===== src/rtl/reg_rename_file.sv =====
// reg_rename_file: architectural register file with per-register ROB rename tags and commit bypass.
module reg_rename_file #(
    parameter int XLEN  = 32,
    parameter int ROB_W = 4
) (
    input  logic             clk,
    input  logic             rst,
    input  logic             rdy_i,
    input  logic             flush_i,
    input  logic [4:0]       rs1_i,
    input  logic [4:0]       rs2_i,
    output logic             rs1_busy_o,
    output logic             rs2_busy_o,
    output logic [ROB_W-1:0] rs1_tag_o,
    output logic [ROB_W-1:0] rs2_tag_o,
    output logic [XLEN-1:0]  rs1_val_o,
    output logic [XLEN-1:0]  rs2_val_o,
    input  logic             upd_flag_i,
    input  logic [ROB_W-1:0] upd_idx_i,
    input  logic [4:0]       upd_rd_i,
    input  logic             write_flag_i,
    input  logic [ROB_W-1:0] write_idx_i,
    input  logic [4:0]       write_rd_i,
    input  logic [XLEN-1:0]  new_val_i,
    output logic [31:0]      commit_cnt_o
);
    typedef struct packed {
        logic             busy;
        logic [ROB_W-1:0] tag;
        logic [XLEN-1:0]  val;
    } rd_t;

    logic [XLEN-1:0]  val_q [32];
    logic [ROB_W-1:0] tag_q [32];
    logic [31:0]      busy_q;
    logic [31:0]      cnt_q, cnt_d;
    logic             commit, rename;
    rd_t              p1, p2;

    assign commit = write_flag_i && !flush_i && write_rd_i != 5'd0;
    assign rename = upd_flag_i && !flush_i && upd_rd_i != 5'd0;
    assign cnt_d  = cnt_q + 32'd1;

    // A commit from the exact producer a source waits on resolves it in the same cycle.
    function automatic rd_t rd_port(input logic [4:0] rs);
        logic hit;
        rd_t  r;
        hit    = write_flag_i && !flush_i && write_rd_i == rs && write_idx_i == tag_q[rs];
        r.busy = rs != 5'd0 && busy_q[rs] && !hit;
        r.tag  = rs != 5'd0 ? tag_q[rs] : '0;
        r.val  = rs == 5'd0 ? '0 : hit ? new_val_i : val_q[rs];
        return r;
    endfunction

    always_comb begin
        p1 = rd_port(rs1_i);
        p2 = rd_port(rs2_i);
    end

    assign rs1_busy_o   = p1.busy;
    assign rs1_tag_o    = p1.tag;
    assign rs1_val_o    = p1.val;
    assign rs2_busy_o   = p2.busy;
    assign rs2_tag_o    = p2.tag;
    assign rs2_val_o    = p2.val;
    assign commit_cnt_o = cnt_q;

    // Rename is assigned after commit so it wins busy/tag on the same register.
    always_ff @(posedge clk) begin
        if (rst) begin
            for (int i = 0; i < 32; i++) begin
                val_q[i] <= '0;
                tag_q[i] <= '0;
            end
            busy_q <= '0;
            cnt_q  <= '0;
        end else if (rdy_i) begin
            if (flush_i) begin
                busy_q <= '0;
            end else begin
                if (commit) begin
                    val_q[write_rd_i] <= new_val_i;
                    if (tag_q[write_rd_i] == write_idx_i) busy_q[write_rd_i] <= 1'b0;
                    cnt_q <= cnt_d;
                end
                if (rename) begin
                    busy_q[upd_rd_i] <= 1'b1;
                    tag_q[upd_rd_i]  <= upd_idx_i;
                end
            end
        end
    end
endmodule

===== config.mk =====
export PLATFORM = sky130hd
export DESIGN_NAME = reg_rename_file
export DESIGN_NICKNAME = d
export VERILOG_FILES = /design/src/rtl/reg_rename_file.sv
export SDC_FILE = /design/constraint.sdc
export NUM_CORES = 2
export LEC_CHECK = 0
export CORE_AREA = 3 3 304 425
export CTS_CLUSTER_DIAMETER = 100
export DETAILED_ROUTE_END_ITERATION = 16
export DIE_AREA = 0 0 307 428
export PLACE_DENSITY = 0.7
export SYNTH_ARGS = -nofsm -noshare
export SYNTH_HDL_FRONTEND = slang
export SYNTH_SLANG_ARGS = --single-unit

===== constraint.sdc =====
create_clock -name clk -period 4.73 [get_ports clk]
set_clock_uncertainty 0.15 [all_clocks]
set_input_delay 0.7095 -clock clk [delete_from_list [all_inputs] [get_ports clk]]
set_output_delay 0.7095 -clock clk [all_outputs]
set_load 0.02 [all_outputs]

==> out/metrics.yaml <==
cts_max_path_buffers: 3
synth.area.mux_share_pct: 28.29
grt-busiest-layer: "met2"
p_leak_nw: 25.61
async_flop_share_pct: 0
chipHeight_um: 428
drt_iter0_markers: 5547
r2r-start: "tag_q[14][2]$_SDFFCE_PN0P_"
ant_nets: 0
reg2reg_depth: 9
io_pins: 172
cp.required_ns: 3.87
postSynthCellCount: 4255
routedWlPerCell_um: 34.93
clock-sinks: 1216
violations: "negative setup slack"
power_density_nw_per_um2: 340.6
drc: 0
antenna_found_initial: 13
grt_pass1_wl_um: 306200
ys.flop_type: "edfxtp_1"
synth_seq_cells: 1216
multiInputGateArea_um2: 29290
whs_path_depth: 1
hp-class: "primary input to register"
synth-edff-count: 1152
worstMarginPinSlew_ns: 1.200
dpl_cell_area_um2: 71320
met2_usage_pct: 53.99
ctsHoldBuffers: 0
worst_setup_path_start_kind: "register"
slew_viol_final: 0
hpwlAfterDp_um: 129200
syn_to_final_growth_pct: 13.28
stdcell_count: 6155
synth_top_family_by_area: "multiplexers"
grt_max_degree: 76
relSlewSlack_pct: 19.72
arrival_ns: 3.92
finalHoldViolations: 0
yosysWarnings: 0
synth_xor_area_share_pct: 0.6330
drive_above_1_share_pct: 31.83
ys_types: 48
vias: 41990
clk_pin_slew_ns: 0.07
holdPathEnd: "val_q[0][23]$_SDFFCE_PN0P_"
ys_seq_area_share_pct: 54.02
ys_top_cells_by_count: "edfxtp_1 (1152), and2_1 (1115), mux4_2 (741), clkbuf_1 (344), nor2_1 (182)"
dieArea_um2: 131400
yosys.area_share.adder_pct: 0.01884
rows: 154
totalWireLength_um: 215000
fmax_mhz: 209.4
grt_pass1_vias: 42600
use_met3_pct: 5.444
htreeDepth: 3
netlist_area_um2: 66410
layout_min_cycle_time_ns: 4.776
irDropWorstVdd_uv: 307.2
gr-total-overflow: 0
die_w_um: 307
timing.final.crit_share_pct: 101.0
grt_util_all_layers_pct: 32.82
setup_tns_ns: -0.2371
power.total_mw: 25.62
end_kind: "primary output"
dp_cells: 5916
path_max_fanout: 8
coreArea_um2: 125800
cts_tree: "built"
seq_area_um2: 35870
initial_core_util_pct: 52.78
num-fill-cells: 9348
hold_start: "rst"
io_buffers: 171
yosys-top-cells-area: "edfxtp_1 (52%), mux4_2 (25%), and2_1 (11%)"
r2r_end: "busy_q[2]$_SDFFE_PP0P_"
crit_type: "register to primary output"
gp_congestion: 0.9136
via_per_inst: 6.822
cap_violations: 0
cts_root_buf: "clkbuf_16"
yosysMostFrequentCell: "edfxtp_1"
status: "finished with violations"
synth-simple-area-share_pct: 13.33
use_met1_pct: 41.44
worst-r2r-setup-slack_ns: 1.88
synth-compound-area-share_pct: 1.080
clk_latency_ns: 0.75
drtPass1Iterations: 5
synth_top_area_share_pct: 52.09
final_cell_area_um2: 75230
avgSynthCellArea_um2: 15.61
rsz0062_at_grt: "yes"
layout.nets: 4478
cts_buffers: 118
worst_slack_ns: -0.04571
hold_ws_ns: 0.2225
setup_viol: 10
yosysTopAreaCell: "edfxtp_1"
## cell usage in the layout (no fill, tap or decap), types with 36 or more instances in the layout
cell	netlist	routed
nor2_1	182	145
or2_2	64	64
edfxtp_1	1152	1152
nand2_1	39	39
buf_2	11	50
mux2i_1	129	114
buf_12	1	55
dfxtp_1	64	64
conb_1	1	36
mux2_2	65	65
buf_4	0	219
clkdlybuf4s50_1	0	93
clkbuf_16	0	121
mux4_2	741	741
nor2_4	0	36
and2_1	1115	1115
## metrics by stage
stage                     setup slack [ns]  utilization, %
after global routing               -0.1950           59.79
final                             -0.04571           59.79
after detailed placement           -0.3858           56.68
after CTS                          -0.1026           59.66
after floorplan                     0.1188               -
after global placement             -0.3534           56.68
## timing repair
item,CTS,global route
cloned,2,2
setup endpoints to repair,66,65
hold endpoints to repair,0,0
pin swaps,5,1
setup buffers,7,4
resized for setup,306,30
## per-layer routing
metal  vias to the layer above  share of wire (%)
li1                      16700                  -
met1                     21640                 34
met2                      2937                 49
met3                       707                 10
met4                         6                6.9
met5                         -              0.018
## critical path, stage by stage, from the launching register on
cell      delay (ns)
edfxtp_1        0.46
mux4_2          0.50
mux4_2          0.49
mux2i_2         0.21
xor2_1          0.19
nand4_1         0.17
nor4_4          0.22
buf_12          0.24
buf_6           0.12
mux2i_1         0.20
buf_4           0.18
nor2_4          0.04
buf_6           0.14
## report_power, final
part / switching (mW) / internal, mW / total, mW
combinational: 1.93 / 1.66 / 3.59
clock: 4.22 / 5.22 / 9.44
sequential: 0.298 / 12.3 / 12.6
## cell type report
type                    instances  area share (%)
clock inverters                80          0.9846
inverters                       5         0.02495
flip-flops and latches       1216           47.69
repair buffers                434           5.552
well taps                    1638           2.724
multi-input cells            2636           38.94
diodes                          3        0.009979
clock buffers                 143           4.078
## flip-flops by register name (all words and copies together), names as in the netlist
| signal | cells |
|---|---|
| val_q | 1024 |
| commit_cnt_o | 32 |
| busy_q | 32 |
| tag_q | 128 |
## worst max-delay path by stage
stage                                     startpoint       endpoint  slack, ns
final                      tag_q[2][3]$_SDFFCE_PN0P_  rs2_val_o[20]      -0.05
after global routing      tag_q[11][0]$_SDFFCE_PN0P_  rs1_val_o[25]      -0.20
after CTS                  tag_q[2][3]$_SDFFCE_PN0P_  rs2_val_o[28]      -0.10
after detailed placement                    rs2_i[0]  rs2_val_o[31]      -0.39
after global placement                      rs2_i[0]  rs2_val_o[31]      -0.35
after floorplan                             rs2_i[1]  rs2_val_o[10]       0.12
## cell families (layout without fill, tap and decap cells)
group / Yosys count / in the layout
and+or+nand+nor: 1503 / 1503
DFF: 1216 / 1216
muxes: 938 / 938
buffers and inverters: 438 / 662
AOI/OAI and AO/OA: 110 / 110
xor gates and xnor gates: 48 / 48
adders and majority gates: 1 / 1
other: 1 / 39
Power figures use the tool's default switching activity.
